## config.mk

```make
export PLATFORM = sky130hd
export DESIGN_NAME = sweep_stim_ctrl
export DESIGN_NICKNAME = d
export VERILOG_FILES = /design/src/rtl/sweep_stim_ctrl.sv
export SDC_FILE = /design/constraint.sdc
export NUM_CORES = 1
export LEC_CHECK = 0
export CORE_UTILIZATION = 45
export CTS_BUF_LIST = sky130_fd_sc_hd__clkbuf_8
export DETAILED_ROUTE_END_ITERATION = 8
export HOLD_SLACK_MARGIN = 0.02
export PLACE_DENSITY = 0.85
export SKIP_CTS_REPAIR_TIMING = 1
export SLEW_MARGIN = 5
export SYNTH_ARGS = -nofsm -noshare
export SYNTH_HDL_FRONTEND = slang
export SYNTH_SLANG_ARGS = --single-unit
```

## constraint.sdc

```tcl
create_clock -name CK -period 1.92 [get_ports CK]
set_clock_uncertainty 0.2 [all_clocks]
set_input_delay 0.576 -clock CK [delete_from_list [all_inputs] [get_ports CK]]
set_output_delay 0.576 -clock CK [all_outputs]
set_load 0.05 [all_outputs]
```

## src/rtl/sweep_stim_ctrl.sv

```systemverilog
// Exhaustive input-sweep sequencer with a MISR-based response signature for trojan screening.
// Optional rare-response counter is enabled by defining SWEEP_RARE_CNT_EN.
module sweep_stim_ctrl #(
    parameter int                N_IN   = 4,
    parameter int                N_OUT  = 1,
    parameter int                SETTLE = 1,
    parameter int                SIG_W  = 16,
    parameter logic [SIG_W-1:0]  POLY   = 16'h1021
) (
    input  logic              CK,
    input  logic              reset,
    input  logic              start,
    input  logic              abort,
    output logic [N_IN-1:0]   vec_out,
    output logic              vec_valid,
    input  logic [N_OUT-1:0]  dut_out,
    output logic              log_valid,
    input  logic              log_ready,
    output logic [N_IN-1:0]   log_vec,
    output logic [N_OUT-1:0]  log_resp,
    output logic              busy,
    output logic              done,
    output logic [SIG_W-1:0]  signature,
    input  logic [SIG_W-1:0]  golden_sig,
`ifdef SWEEP_RARE_CNT_EN
    output logic [N_IN:0]     rare_cnt,
    input  logic [N_IN:0]     rare_thresh,
    output logic              rare_flag,
`endif
    output logic              mismatch
);

    typedef enum logic [2:0] {
        IDLE,
        APPLY,
        SETTLE_ST,
        CAPTURE,
        LOG,
        DONE
    } state_t;

    state_t             state_q, state_d;
    logic [N_IN-1:0]    vec_q, vec_d;
    logic [7:0]         cnt_q, cnt_d;
    logic [N_IN-1:0]    log_vec_q, log_vec_d;
    logic [N_OUT-1:0]   log_resp_q, log_resp_d;
    logic [SIG_W-1:0]   sig_q, sig_d;
    logic               mismatch_q, mismatch_d;
`ifdef SWEEP_RARE_CNT_EN
    localparam logic [N_IN:0] RARE_MAX = {1'b1, {N_IN{1'b0}}};
    logic [N_IN:0]      rare_cnt_q, rare_cnt_d;
    logic               rare_flag_q, rare_flag_d;
`endif

    always_comb begin
        state_d    = state_q;
        vec_d      = vec_q;
        cnt_d      = cnt_q;
        log_vec_d  = log_vec_q;
        log_resp_d = log_resp_q;
        sig_d      = sig_q;
        mismatch_d = mismatch_q;
`ifdef SWEEP_RARE_CNT_EN
        rare_cnt_d  = rare_cnt_q;
        rare_flag_d = rare_flag_q;
`endif
        // Abort leaves every result register untouched; only the state returns home.
        if (abort) begin
            state_d = IDLE;
        end else begin
            case (state_q)
                IDLE, DONE: begin
                    if (start) begin
                        vec_d      = '0;
                        sig_d      = '0;
                        cnt_d      = '0;
                        mismatch_d = 1'b0;
`ifdef SWEEP_RARE_CNT_EN
                        rare_cnt_d  = '0;
                        rare_flag_d = 1'b0;
`endif
                        state_d    = APPLY;
                    end
                end
                APPLY: begin
                    cnt_d   = 8'(SETTLE);
                    state_d = SETTLE_ST;
                end
                SETTLE_ST: begin
                    cnt_d = cnt_q - 8'd1;
                    if (cnt_q <= 8'd1) begin
                        state_d = CAPTURE;
                    end
                end
                CAPTURE: begin
                    log_resp_d = dut_out;
                    log_vec_d  = vec_q;
                    sig_d      = {sig_q[SIG_W-2:0], 1'b0}
                               ^ (sig_q[SIG_W-1] ? POLY : '0)
                               ^ SIG_W'(dut_out);
`ifdef SWEEP_RARE_CNT_EN
                    if ((dut_out != '0) && (rare_cnt_q != RARE_MAX)) begin
                        rare_cnt_d = rare_cnt_q + (N_IN+1)'(1);
                    end
`endif
                    state_d    = LOG;
                end
                LOG: begin
                    if (log_ready) begin
                        // The all-ones vector ends the sweep instead of wrapping to zero.
                        if (&vec_q) begin
                            mismatch_d = (sig_q != golden_sig);
`ifdef SWEEP_RARE_CNT_EN
                            rare_flag_d = (rare_cnt_q != '0) && (rare_cnt_q <= rare_thresh);
`endif
                            state_d    = DONE;
                        end else begin
                            vec_d   = vec_q + N_IN'(1);
                            state_d = APPLY;
                        end
                    end
                end
                default: state_d = IDLE;
            endcase
        end
    end

    always_ff @(posedge CK) begin
        if (reset) begin
            state_q    <= IDLE;
            vec_q      <= '0;
            cnt_q      <= '0;
            log_vec_q  <= '0;
            log_resp_q <= '0;
            sig_q      <= '0;
            mismatch_q <= 1'b0;
`ifdef SWEEP_RARE_CNT_EN
            rare_cnt_q  <= '0;
            rare_flag_q <= 1'b0;
`endif
        end else begin
            state_q    <= state_d;
            vec_q      <= vec_d;
            cnt_q      <= cnt_d;
            log_vec_q  <= log_vec_d;
            log_resp_q <= log_resp_d;
            sig_q      <= sig_d;
            mismatch_q <= mismatch_d;
`ifdef SWEEP_RARE_CNT_EN
            rare_cnt_q  <= rare_cnt_d;
            rare_flag_q <= rare_flag_d;
`endif
        end
    end

    assign vec_out   = vec_q;
    assign vec_valid = (state_q == APPLY) || (state_q == SETTLE_ST) ||
                       (state_q == CAPTURE) || (state_q == LOG);
    assign log_valid = (state_q == LOG);
    assign log_vec   = log_vec_q;
    assign log_resp  = log_resp_q;
    assign busy      = (state_q != IDLE) && (state_q != DONE);
    assign done      = (state_q == DONE);
    assign signature = sig_q;
    assign mismatch  = mismatch_q;
`ifdef SWEEP_RARE_CNT_EN
    assign rare_cnt  = rare_cnt_q;
    assign rare_flag = rare_flag_q;
`endif

endmodule

```

# Word level (Yosys, flattened, before mapping)
# Cells that the tools add are included.
# classes
n_addsub,2
n_lt_le_gt_ge,1
eq_ne,12
muxes,18
bitwise,3
n_reduce_logical,18
# ops
op,count
16-bit one-hot mux with 2 select lines,1
8-bit one-hot mux with 3 select lines,1
16-bit two-way mux,1
16-bit != test,1
16-bit by 1-bit bitwise XOR with 16-bit output,1
16-bit by 13-bit bitwise XOR with 16-bit output,1
3-bit one-hot mux with 5 select lines,1
13-bit two-way mux,1
3-bit two-way mux,4
4-bit two-way mux,3
5-bit AND reduction,2
3-bit AND reduction,3
8-bit by 1-bit less-or-equal comparator with 1-bit output (second input constant),1
8-bit two-way mux,1
4-bit one-hot mux with 2 select lines,1
8-bit by 1-bit subtractor with 8-bit output (second input constant),1
3-bit by 2-bit == test with 1-bit output (second input constant),2
3-bit == test (second input constant),2
2-bit != test (second input constant),3
3-bit nonzero test,2
4-bit by 1-bit adder with 4-bit output (second input constant),1
2-bit by 1-bit != test with 1-bit output (second input constant),2
4-bit AND reduction,1
2-bit nonzero test,2
other kinds (10),15
# totals
ff_bits,37
in_bits,22
output_inout_bits,30
wordCells,61

# Logic depth before layout (Yosys ltp)
# logic_depth
depth_word,4
mapped_depth,6
mapped_depth_nobuf,6

# Worst setup path after synthesis
# Ideal clock, no wire load.
# synth_path
path_kind,flip-flop to flip-flop
start,register state_q[1]
end,"register vec_q[0], in the netlist vec_out[0]"
setup_ns,0.070
t_arrival_ns,2.321
required_time_ns,1.650
slack_ns,-0.671
path_stages_with_launch,6
n_path_buf,1
synth_period_minus_slack_ns,2.591
path_cell_list,dfxtp_1 -> clkbuf_1 -> nor3b_1 -> and2_1 -> nand4b_1 -> a21oi_1
# synth_via
word_cells_on_any_way,10
cone_classes,eq/ne: 5; mux: 1; reduce/logical: 4
# synth_lines
item,line,source
start: declaration,42,"state_t state_q, state_d;"
start signal: assignment,142,state_q <= state_d;
3-bit == test (*),--,
net log_valid,17,"output logic log_valid,"
2-bit != test (no source line) (tied with other cells),--,
5-bit AND reduction (no source line),--,
end signal: assignment,143,vec_q <= vec_d;
end: declaration,43,"logic [N_IN-1:0] vec_q, vec_d;"
# The timed path passes the listed nets; every way through them passes the cells marked *.
# A chain may end at the register's enable or synchronous reset.

# Final worst setup path
# layout_path
start,register state_q[0]
end,output port vec_valid
# layout_via
elab_chain_len,4
word_cells_on_any_way,7
cone_classes,eq/ne: 4; reduce/logical: 3
# layout_lines
item,line,source
3-bit by 1-bit == test with 1-bit output / 3-bit by 2-bit == test with 1-bit output (equally long branches),157,assign vec_valid = (state_q == APPLY) || (state_q == SETTLE_ST) ||
1-bit logical OR (2 in series),157,
1-bit logical OR (*),158,(state_q == CAPTURE) || (state_q == LOG);
end: declaration,15,"output logic vec_valid,"
# Mark *: on every way between the ends. The rest lies on a longest branch, timed or not.

==> summary.md <==
| Metric | Value |
|---|---|
| Clk sink count | `37` |
| # H-tree levels | `2` |
| Number of vias per cell | `5.70` |
| Fin. max-slew vios | `0` |
| Synthesized area per cell | `8.56 um2` |
| First-pass GRT wire length | `9400 um` |
| DR vias | `roughly 2,100` |
| Die width | `68.8 um` |
| Fill count | `233` |
| Share of layout cells above drive strength 1 | `31.1%` |
| ANT cells | `0` |
| Final hold viol count | `0` |
| Wire per inst | `17.1 um` |
| Die Ht | `68.8 um` |
| Number of I/O pins | `52` |
| Reg-to-reg setup timing slack | `-0.08 ns` |
| Mapped cell area | `just over 2000 um2` |
| Final worst path period need | `2.04 ns` |
| Worst min path class | `reg -> reg` |
| R2r startpoint | `state_q[0]$_SDFFE_PP0P_` |
| Multi-input logic area | `1290 um2` |
| Yosys cell types | `42` |
| Clock insertion delay at the later pin of the skew report | `approximately 0.29 ns` |
| Clk slew on worst S/H paths | `0.07 ns` |
| Final setup viols | `9` |
| Status | `finished with violations` |
| Drt total wl | `6380 um` |
| RSZ-0062 raised after global routing | `yes` |
| Initial Util | `48.5%` |
| Core area | `4140 um2` |
| Area Overhead vs Synth | `70.4%` |
| Fin nets | `346` |
| Syn nets | `260` |
| FF-to-FF path depth | `6` |
| Final WS setup | `-0.117 ns` |
| Final setup TNS | `-0.612 ns` |
| Die area | `4740 um2` |
| Global route total overflow | `0` |
| Placer congestion estimate | `0.858` |
| Crit Path Class | `reg -> out` |
| # Max-Cap Violations | `0` |
| Initial antenna violation count | `0` |
| Req. time, crit path | `1.14 ns` |
| CTS root buffer | `clkbuf_8` |
| FF/Latch Area | `752 um2` |
| TritonCTS clock tree | `built` |
| Sequential area share after synthesis | `36.8%` |
| Post-route clock period utilization | `106%` |
| Worst EP arrival | `1.26 ns` |
| GRT Total Usage | `between 20% and 30%` |
| Failing checks | `setup timing` |
| HPWL after DPL | `roughly 4300 um` |
| Row cnt | `23` |
| Cell Pwr Density | `522 nW/um2` |
| WHS Endpoint | `cnt_q[1]$_SDFFE_PP0P_` |
| Vias in the first global route | `between 2,000 and 2,500` |
| Max IR drop VDD | `0.698 mV` |
| Drt first pass iters | `4` |
| Pleak | `1.35 nW` |
| Antenna viol nets, final | `0` |
| Worst Setup End Kind | `output pin` |
| Hold path startpoint | `cnt_q[1]$_SDFFE_PP0P_` |
| First DRT Iteration DRCs | `182` |
| Maximum root-to-sink buffer count | `2` |
| Worst-margin pin slew | `0.450 ns` |
| FF-to-FF End | `cnt_q[3]$_SDFFE_PP0P_` |
| Cell area after layout | `3430 um2` |
| CP Launch Type | `register` |
| Yosys reg bits | `37` |
| WHS Path Cells | `2` |
| Slew HR | `69.8%` |
| Largest net degree at the start of global routing | `18` |
| Synth Instances | `roughly 240` |
| Fmax achieved | `0.491 GHz` |
| DRC | `0` |
| Synth warn | `0` |
| Area post-placement | `3160 um2` |
| CP max FO | `5` |
| TritonCTS Buffers | `5` |
| Number of buffer cells added on primary ports | `51` |
[metal layers]
metal	wire length, um	global-route usage (%)
met1	2620	31.9
met2	3350	47.6
met3	239	4.61
met4	163	9.69
met5	0	0
[cells in the mapped netlist]
cell      number  share of area (%)
or2_2          1               0.31
a31oi_1        2               0.62
a21oi_1       17                4.2
a211oi_1       1               0.37
buf_1          1               0.19
or2_0          1               0.31
buf_6          1               0.56
or4_1          7                2.6
buf_4          1               0.37
nand4_1        5                1.6
buf_2          2               0.50
nand2b_1      19                5.9
nand3b_1       2               0.75
nor3_1         4                1.0
nor4_1         3               0.93
a22oi_1        1               0.37
nor4b_1        1               0.44
nand3_1        2               0.50
o21bai_2       1               0.56
o21ai_0       14                3.5
or3_1          6                1.9
inv_1          5               0.93
a22o_1         1               0.44
o32a_1         1               0.50
nor3b_1        2               0.75
o211a_1        1               0.50
and2_1         1               0.31
a311oi_1       1               0.44
xnor2_1       22                9.6
nor2b_1        2               0.62
nand4b_1       2               0.87
a21oi_4        1               0.81
nor2_1         7                1.3
ha_1           3                1.9
a2111o_1       1               0.56
nand2_1       24                4.5
o31ai_1        6                2.2
clkbuf_1      10                1.9
a21boi_1       1               0.37
mux2i_1       14                7.0
o22ai_1        1               0.31
dfxtp_1       37                 37
[registers in the layout (all words and copies together) (netlist names)]
name / count
log_vec: 4
vec_out: 4
signature: 16
cnt_q: 8
mismatch: 1
state_q: 3
log_resp: 1
[worst max-delay path by stage]
stage	cells past startpoint	endpoint	from	slack, ns
after floorplan	2	log_valid	state_q[1]$_SDFFE_PP0P_	-0.08
after global placement	6	cnt_q[3]$_SDFFE_PP0P_	start	-0.62
after detailed placement	6	cnt_q[7]$_SDFFE_PP0P_	start	-0.65
after CTS	6	cnt_q[3]$_SDFFE_PP0P_	start	-0.37
after global routing	5	vec_valid	state_q[0]$_SDFFE_PP0P_	-0.16
final	5	vec_valid	state_q[0]$_SDFFE_PP0P_	-0.12
[where the power goes]
group | total, W | switching, W | leakage (nW) | internal [W]
Clock | 0.000701 | 0.000283 | 0.0626 | 0.000418
Combinational | 0.000295 | 0.000138 | 0.989 | 0.000157
Sequential | 0.000791 | 0.0000140 | 0.301 | 0.000777
[cells in the final DEF (no fill, tap or decap), types with 3 or more instances in the layout]
master / n
nand4_1: 5
buf_12: 31
mux2i_1: 13
dfxtp_4: 3
ha_1: 3
nor2_1: 4
buf_4: 34
or4_1: 7
dlymetal6s2s_1: 9
clkdlybuf4s50_1: 11
clkbuf_8: 6
nand2_1: 24
nand2b_1: 18
o21ai_0: 14
o31ai_1: 6
xnor2_1: 19
or3_1: 5
inv_1: 5
dfxtp_1: 34
nor3_1: 4
buf_6: 7
a21oi_1: 16
[worst max-delay path, cell delays in order, from the launching register on]
cell and delay [ns]:
dfxtp_4 0.37, buf_4 0.15, nor2_4 0.08, buf_6 0.11, xnor2_4 0.11, buf_12 0.15
[through the flow]
stage | hold slack [ns] | power (W) | cells | util (%) | worst slack (ns)
2_1_floorplan | 0.249 | 0.000963 | 235 | - | -0.0802
3_5_place_dp | 0.283 | 0.00109 | 360 | 76.2 | -0.653
4_1_cts | 0.293 | 0.00177 | 368 | 79.0 | -0.365
5_1_grt | 0.319 | 0.00185 | 372 | 82.7 | -0.159
3_3_place_gp | 0.262 | 0.00108 | 360 | 76.2 | -0.624
6_report | 0.285 | 0.00179 | 372 | 82.7 | -0.117
[kinds of logic (layout without fill, tap and decap cells)]
family | count (synthesis) | in the layout | synth area share (%)
AOI/OAI and AO/OA | 50 | 50 | 15.8
xor gates and xnor gates | 22 | 22 | 9.58
adders and majority gates | 3 | 3 | 1.87
buffers and inverters | 20 | 107 | 4.42
DFF | 37 | 37 | 36.8
muxes | 14 | 14 | 6.97
and+or+nand+nor | 89 | 89 | 24.5
[final cells by class]
type / count / share of cell area [%]
clock buffer: 6 / 2.41
clock inverter: 2 / 0.986
inverter: 5 / 0.548
multi-input combinational: 178 / 37.6
sequential: 37 / 22.0
tap: 50 / 1.83
timing repair buffer: 94 / 34.7
Power figures use the tool's default switching activity.
